[src/rtl/adc_stream_router_pkg.sv]
// Shared router definitions: entry width helper, default entry field positions and path states.
// Also used by adc_input and sram_wrapper.
package router_pkg;

  typedef enum logic {
    IDLE = 1'b0,
    WAIT = 1'b1
  } path_state_e;

  localparam int unsigned DEF_PRECISION  = 11;
  localparam int unsigned DEF_PIXEL_SIZE = 16;

  function automatic int unsigned entry_width(input int unsigned prec, input int unsigned psize);
    return 2 * prec + psize;
  endfunction

  // Field MSBs of the default {x, y, data} entry layout
  localparam int unsigned X_MSB    = entry_width(DEF_PRECISION, DEF_PIXEL_SIZE) - 1;
  localparam int unsigned Y_MSB    = X_MSB - DEF_PRECISION;
  localparam int unsigned DATA_MSB = DEF_PIXEL_SIZE - 1;

endpackage

[src/rtl/adc_stream_router_channel_loss_detector.sv]
// Flags a channel as lost once its FIFO has been empty for LOSS_TIMEOUT consecutive cycles.
module channel_loss_detector #(
  parameter int unsigned LOSS_TIMEOUT = 4096
) (
  input  logic i_clk,
  input  logic i_rst,
  input  logic i_empty,
  output logic o_lost
);

  localparam int unsigned CW = $clog2(LOSS_TIMEOUT + 1);
  localparam logic [CW-1:0] CNT_MAX = CW'(LOSS_TIMEOUT);

  logic [CW-1:0] r_cnt;

  always_ff @(posedge i_clk) begin
    if (i_rst) begin
      r_cnt <= '0;
    end else if (!i_empty) begin
      r_cnt <= '0;
    end else if (r_cnt != CNT_MAX) begin
      r_cnt <= r_cnt + 1'b1;
    end
  end

  assign o_lost = (r_cnt == CNT_MAX);

endmodule

[src/rtl/adc_stream_router.sv]
// Drains the ADC channel FIFOs, steering one channel to the background pipeline and one to the
// SRAM frame-writer; source changes are deferred to the next frame start (pixel 0,0).
module adc_stream_router
  import router_pkg::*;
#(
  parameter int unsigned NUM_CHANNELS = 2,
  parameter int unsigned SEL_WIDTH    = 1,
  parameter int unsigned PRECISION    = 11,
  parameter int unsigned PIXEL_SIZE   = 16,
  parameter int unsigned LOSS_TIMEOUT = 4096,
  localparam int unsigned W = entry_width(PRECISION, PIXEL_SIZE)
) (
  input  logic                      i_clk,
  input  logic                      i_rst,
  input  logic [NUM_CHANNELS*W-1:0] i_ch_fifo_data,
  input  logic [NUM_CHANNELS-1:0]   i_ch_fifo_empty,
  output logic [NUM_CHANNELS-1:0]   o_ch_fifo_read,
  input  logic [SEL_WIDTH-1:0]      i_ctrl_bg_select,
  input  logic [SEL_WIDTH-1:0]      i_ctrl_fg_select,
  input  logic                      i_ctrl_fg_freeze,
  output logic [PRECISION-1:0]      o_bg_pixel_x,
  output logic [PRECISION-1:0]      o_bg_pixel_y,
  output logic [PIXEL_SIZE-1:0]     o_bg_pixel_data,
  output logic                      o_bg_pixel_ready,
  output logic [W-1:0]              o_fg_pixel_data,
  output logic                      o_fg_pixel_ready,
  input  logic                      i_fg_pixel_read,
  output logic [NUM_CHANNELS-1:0]   o_ch_lost,
  output logic [15:0]               o_fg_drop_count
);

  logic [W-1:0]            w_head [NUM_CHANNELS];
  logic [NUM_CHANNELS-1:0] w_origin;
  logic [NUM_CHANNELS-1:0] w_lost;

  for (genvar g = 0; g < NUM_CHANNELS; g++) begin : g_ch
    assign w_head[g]   = i_ch_fifo_data[g*W +: W];
    assign w_origin[g] = !i_ch_fifo_empty[g] && (w_head[g][W-1 -: PRECISION] == '0) &&
                         (w_head[g][PIXEL_SIZE +: PRECISION] == '0);

    channel_loss_detector #(
      .LOSS_TIMEOUT(LOSS_TIMEOUT)
    ) u_loss (
      .i_clk  (i_clk),
      .i_rst  (i_rst),
      .i_empty(i_ch_fifo_empty[g]),
      .o_lost (w_lost[g])
    );
  end

  assign o_ch_lost = w_lost;

  logic [SEL_WIDTH-1:0] r_bg_sel, r_fg_sel, w_bg_sel, w_fg_sel;
  path_state_e          w_bg_mode, w_fg_mode;
  logic                 w_bg_go, w_fg_go;

  // Background path: switch lands on the cycle the target shows frame start or is lost.
  always_comb begin
    w_bg_mode = IDLE;
    w_bg_go   = 1'b0;
    for (int unsigned i = 0; i < NUM_CHANNELS; i++) begin
      if (32'(i_ctrl_bg_select) == i && i_ctrl_bg_select != r_bg_sel && !i_rst) begin
        w_bg_mode = WAIT;
        w_bg_go   = w_origin[i] | w_lost[i];
      end
    end
    w_bg_sel = (w_bg_mode == WAIT && w_bg_go) ? i_ctrl_bg_select : r_bg_sel;
  end

  // Foreground path: same rule, independent of the background request.
  always_comb begin
    w_fg_mode = IDLE;
    w_fg_go   = 1'b0;
    for (int unsigned i = 0; i < NUM_CHANNELS; i++) begin
      if (32'(i_ctrl_fg_select) == i && i_ctrl_fg_select != r_fg_sel && !i_rst) begin
        w_fg_mode = WAIT;
        w_fg_go   = w_origin[i] | w_lost[i];
      end
    end
    w_fg_sel = (w_fg_mode == WAIT && w_fg_go) ? i_ctrl_fg_select : r_fg_sel;
  end

  logic                    r_fg_valid;
  logic                    w_fg_space;
  logic [NUM_CHANNELS-1:0] w_pop;
  logic                    w_bg_pop, w_fg_pop;
  logic [W-1:0]            w_bg_entry, w_fg_entry;

  assign w_fg_space = !r_fg_valid || i_fg_pixel_read;

  always_comb begin
    w_pop      = '0;
    w_bg_pop   = 1'b0;
    w_fg_pop   = 1'b0;
    w_bg_entry = '0;
    w_fg_entry = '0;
    for (int unsigned i = 0; i < NUM_CHANNELS; i++) begin
      if (32'(w_fg_sel) == i && 32'(w_bg_sel) != i) begin
        w_pop[i] = !i_ch_fifo_empty[i] && (i_ctrl_fg_freeze || w_fg_space);
      end else begin
        w_pop[i] = !i_ch_fifo_empty[i];
      end
      if (32'(w_bg_sel) == i) begin
        w_bg_pop   = w_pop[i];
        w_bg_entry = w_head[i];
      end
      if (32'(w_fg_sel) == i) begin
        w_fg_pop   = w_pop[i];
        w_fg_entry = w_head[i];
      end
    end
    if (i_rst) begin
      w_pop    = '0;
      w_bg_pop = 1'b0;
      w_fg_pop = 1'b0;
    end
  end

  assign o_ch_fifo_read = w_pop;

  logic w_fg_load, w_fg_drop;

  // A drop can only happen when fg shares the bg channel, since fg-only pops wait for space.
  assign w_fg_load = w_fg_pop && !i_ctrl_fg_freeze && w_fg_space;
  assign w_fg_drop = w_fg_pop && !i_ctrl_fg_freeze && !w_fg_space;

  logic [PRECISION-1:0]  r_bg_x, r_bg_y;
  logic [PIXEL_SIZE-1:0] r_bg_data;
  logic                  r_bg_valid;
  logic [W-1:0]          r_fg_data;
  logic [15:0]           r_drop_cnt;

  always_ff @(posedge i_clk) begin
    if (i_rst) begin
      r_bg_sel   <= '0;
      r_fg_sel   <= '0;
      r_bg_valid <= 1'b0;
      r_bg_x     <= '0;
      r_bg_y     <= '0;
      r_bg_data  <= '0;
      r_fg_valid <= 1'b0;
      r_fg_data  <= '0;
      r_drop_cnt <= '0;
    end else begin
      r_bg_sel   <= w_bg_sel;
      r_fg_sel   <= w_fg_sel;
      r_bg_valid <= w_bg_pop;
      if (w_bg_pop) begin
        r_bg_x    <= w_bg_entry[W-1 -: PRECISION];
        r_bg_y    <= w_bg_entry[PIXEL_SIZE +: PRECISION];
        r_bg_data <= w_bg_entry[PIXEL_SIZE-1:0];
      end
      if (i_ctrl_fg_freeze) begin
        r_fg_valid <= 1'b0;
        r_fg_data  <= '0;
      end else if (w_fg_load) begin
        r_fg_valid <= 1'b1;
        r_fg_data  <= w_fg_entry;
      end else if (i_fg_pixel_read) begin
        r_fg_valid <= 1'b0;
      end
      if (w_fg_drop && r_drop_cnt != 16'hFFFF) begin
        r_drop_cnt <= r_drop_cnt + 16'd1;
      end
    end
  end

  assign o_bg_pixel_x     = r_bg_x;
  assign o_bg_pixel_y     = r_bg_y;
  assign o_bg_pixel_data  = r_bg_data;
  assign o_bg_pixel_ready = r_bg_valid;
  assign o_fg_pixel_data  = r_fg_data;
  assign o_fg_pixel_ready = r_fg_valid;
  assign o_fg_drop_count  = r_drop_cnt;

endmodule

[config.mk]
export PLATFORM = sky130hd
export DESIGN_NAME = adc_stream_router
export DESIGN_NICKNAME = d
export VERILOG_FILES = /design/src/rtl/adc_stream_router_pkg.sv /design/src/rtl/adc_stream_router_channel_loss_detector.sv /design/src/rtl/adc_stream_router.sv
export SDC_FILE = /design/constraint.sdc
export NUM_CORES = 1
export LEC_CHECK = 0
export CAP_MARGIN = 0
export CORE_ASPECT_RATIO = 0.9
export CORE_MARGIN = 10
export CORE_UTILIZATION = 51
export DETAILED_ROUTE_END_ITERATION = 7
export GPL_TIMING_DRIVEN = 1
export PLACE_DENSITY = 0.85
export SYNTH_ARGS = -nofsm -noshare
export SYNTH_HDL_FRONTEND = slang
export SYNTH_SLANG_ARGS = --single-unit
[constraint.sdc]
create_clock -name i_clk -period 9.6 [get_ports i_clk]
set_input_delay 2.4 -clock i_clk [delete_from_list [all_inputs] [get_ports i_clk]]
set_output_delay 2.4 -clock i_clk [all_outputs]
set_load 0.01 [all_outputs]
==> impl_metrics.csv <==
group,metric,value,unit
global_route,grt_start_max_net_pins,53,
timing,grt_setup_unrepaired,"false",
detailed_routing,dr.pass1.iters,5,
finish,fin_nets,882,
power,power_density,155,nW/um^2
placed_design,hpwl,13500,um
yosys,netlist.area_leader.share,41.7,%
floorplanning,die_x,133,um
timing,tns,0,ps
yosys,syn-cell-area,5860,sq um
yosys,synthFlopType,"dfxtp_1",
cts,insertion_delay,420,ps
critical_path,arrival,5320,ps
cts,numClockSinks,122,
critical_path,worstSetupEndpointType,"output port",
floorplanning,core,11300,sq um
yosys,syn_inst,632,
detailed_routing,wire_per_inst,19.5,um
detailed_routing,route.detailed.drc,0,
yosys,synthesis.nets,721,
global_route,grt_use_total,22.4,%
yosys,async_flop_share,0,%
cts,clk_pin_slew,50,ps
timing,slew_headroom,26.7,%
power,p_leak,3.28,nW
detailed_routing,finalWirelength,18700,um
placed_design,gp_congestion,0.844,
critical_path,worstPathRequired,7200,ps
critical_path,worstPathMaxFanout,21,
cts,root_buffer,"clkbuf_16",
placed_design,postPlaceCellArea,7740,sq um
yosys,synth.area.top_cells,"dfxtp_1 (42%), mux2i_1 (20%), a211oi_1 (5.1%), nor2_1 (4.6%), nand2_1 (3.8%)",
floorplanning,die_h,122,um
global_route,grt_pass1_vias,5668,
yosys,seq_area_frac_synth,41.7,%
timing,finalClockSkew,9.87,ps
cts,cts_tree,"built",
cts,cts_buffers,17,
detailed_routing,ant_nets,0,
critical_path,start_kind,"input pin",
yosys,synth_cell_types,50,
placed_design,portBuffers,181,
cts,cts_resized,0,
finish,nFillCells,825,
floorplanning,die_area,16200,sq um
detailed_routing,via_per_inst,5.81,
detailed_routing,vias,5588,
finish,drive_gt1_share,6.58,%
global_route,overflow,0,
floorplanning,initial_core_util,51.7,%
flow_run,max_cap_violations,0,
power,vdd_drop_max,0.0000976,V
min_path,min_from,"o_fg_pixel_data[27]",
run_status,outcome,"completed",
min_path,min_to,"o_fg_pixel_data[27]",
cts,cts_hold_buffers,0,
placed_design,place_inst,930,
timing,max_freq,130,MHz
finish,fin_cells,962,
timing,maxSlewViolCount,0,
critical_path,r2r_end,"o_fg_drop_count[15]",
timing,finalHoldViolations,0,
yosys,synth-seq-cells,122,
cts,cts_buffer_depth,2,
yosys,synth_edf_count,0,
min_path,whs_path_depth,2,
yosys,yosysWarnings,0,
critical_path,ff2ff_setup_slack,5890,ps
finish,antenna_cells,0,
floorplanning,ios,182,
finish,final_util,73.1,%
finish,layout-area-overhead-vs-synth,41.4,%
global_route,antenna_found_initial,0,
timing,tightest_slew,1100,ps
yosys,avgSynthCellArea,9.28,sq um
detailed_routing,drtIter0Drc,376,
critical_path,crit_type,"input pin to output port",
yosys,synth_area_leader_cell,"dfxtp_1",
timing,period_share,80.4,%
global_route,grt_first_pass_wirelength,29500,um
critical_path,r2r_cells,10,
finish,fin_area,8290,sq um
cts,cts.htree.levels,4,
min_path,hold_path_class,"flop to flop",
timing,setup_viol,0,
power,p_total,0.00128,W
critical_path,r2r-start,"g_ch[1].u_loss.r_cnt[0]",
timing,fin_crit,7720,ps
floorplanning,rows,37,
cts,post_cts_buffers,0,
==> placed cells by master (no fill, tap or decap), types with 14 or more instances in the layout <==
cell type and n:
xor2_1 17, nor4_1 18, dfxtp_1 122, nor2_1 71
nand2_1 60, a211oi_1 40, mux2i_1 115, clkdlybuf4s50_1 180
inv_1 14, clkbuf_16 17
==> stage by stage <==
stage	worst slack (ps)	hold slack (ps)
2_1_floorplan	3120	471
3_3_place_gp	1950	442
3_5_place_dp	1890	451
4_1_cts	1880	461
5_1_grt	1790	471
6_report	1880	458
==> worst max-delay path by stage <==
stage	from	end	slack, ps
3_5_place_dp	i_ch_fifo_empty[1]	o_ch_fifo_read[0]	1890
2_1_floorplan	i_ch_fifo_empty[1]	o_ch_fifo_read[0]	3120
4_1_cts	i_ch_fifo_empty[1]	o_ch_fifo_read[0]	1880
3_3_place_gp	i_ch_fifo_empty[1]	o_ch_fifo_read[0]	1950
5_1_grt	i_ch_fifo_empty[1]	o_ch_fifo_read[0]	1790
6_report	i_ch_fifo_empty[1]	o_ch_fifo_read[0]	1880
==> report_power, final <==
part           internal (W)  leakage (nW)  switching (W)
registers          0.000526         0.997      0.0000109
clock network      0.000358         0.264       0.000229
logic             0.0000836          2.02      0.0000746
total              0.000968          3.28       0.000315
==> area by class of cell <==
cell class / instances / area, sq um / area share [%]
inverters: 14 / 52.6 / 0.634
clock buffers: 19 / 443 / 5.34
well taps: 156 / 195 / 2.35
multi-input cells: 450 / 3190 / 38.5
repair buffers: 188 / 1860 / 22.4
clock inverters: 13 / 104 / 1.25
flip-flops and latches: 122 / 2440 / 29.5
==> Yosys cell counts (all sizes together), types with 2 or more instances <==
cell / count
a211oi: 40
a21oi: 12
a41o: 2
and2: 6
and3: 11
and4: 3
buf: 22
clkbuf: 24
dfxtp: 122
ha: 5
inv: 14
mux2: 2
mux2i: 116
nand2: 60
nand2b: 2
nand3: 13
nand4: 7
nor2: 72
nor2b: 3
nor3: 3
nor4: 18
nor4b: 4
o2111ai: 4
o21a: 5
o21ai: 3
o311ai: 4
o31a: 2
o31ai: 6
o41ai: 6
or2: 3
or4: 5
xnor2: 5
xor2: 17
==> per-layer routing <==
| metal | vias up | wire length (um) | share of wire, % | track usage (%) |
|---|---|---|---|---|
| li1 | 2619 | - | - | - |
| met1 | 2681 | 7410 | 40 | 24.3 |
| met2 | 246 | 9250 | 49 | 38.5 |
| met3 | 42 | 1530 | 8.2 | 8.72 |
| met4 | 0 | 523 | 2.8 | 9.62 |
| met5 | - | 0 | 0 | 0 |
==> kinds of logic after synthesis <==
logic type / synth area share [%]
simple gates: 17.5
flops: 41.7
mux: 20.3
compound gates: 11.7
buf+inv: 4.50
xor+xnor: 3.29
fa+ha+maj: 1.07
==> worst max-delay path, cell delays in order <==
cell             delay [ps]
clkdlybuf4s50_1         620
nor4_1                  390
and4_1                  310
a311oi_1                200
o21a_1                  260
buf_4                   240
a211oi_1                300
clkdlybuf4s50_1         600
==> flip-flops by register name, summed over array words and instances, names as in the netlist <==
signal             flops
g_ch.u_loss.r_cnt     26
o_bg_pixel_data       16
o_bg_pixel_ready       1
o_bg_pixel_x          11
o_bg_pixel_y          11
o_fg_drop_count       16
o_fg_pixel_data       38
o_fg_pixel_ready       1
r_bg_sel               1
r_fg_sel               1
Power figures use the tool's default switching activity.
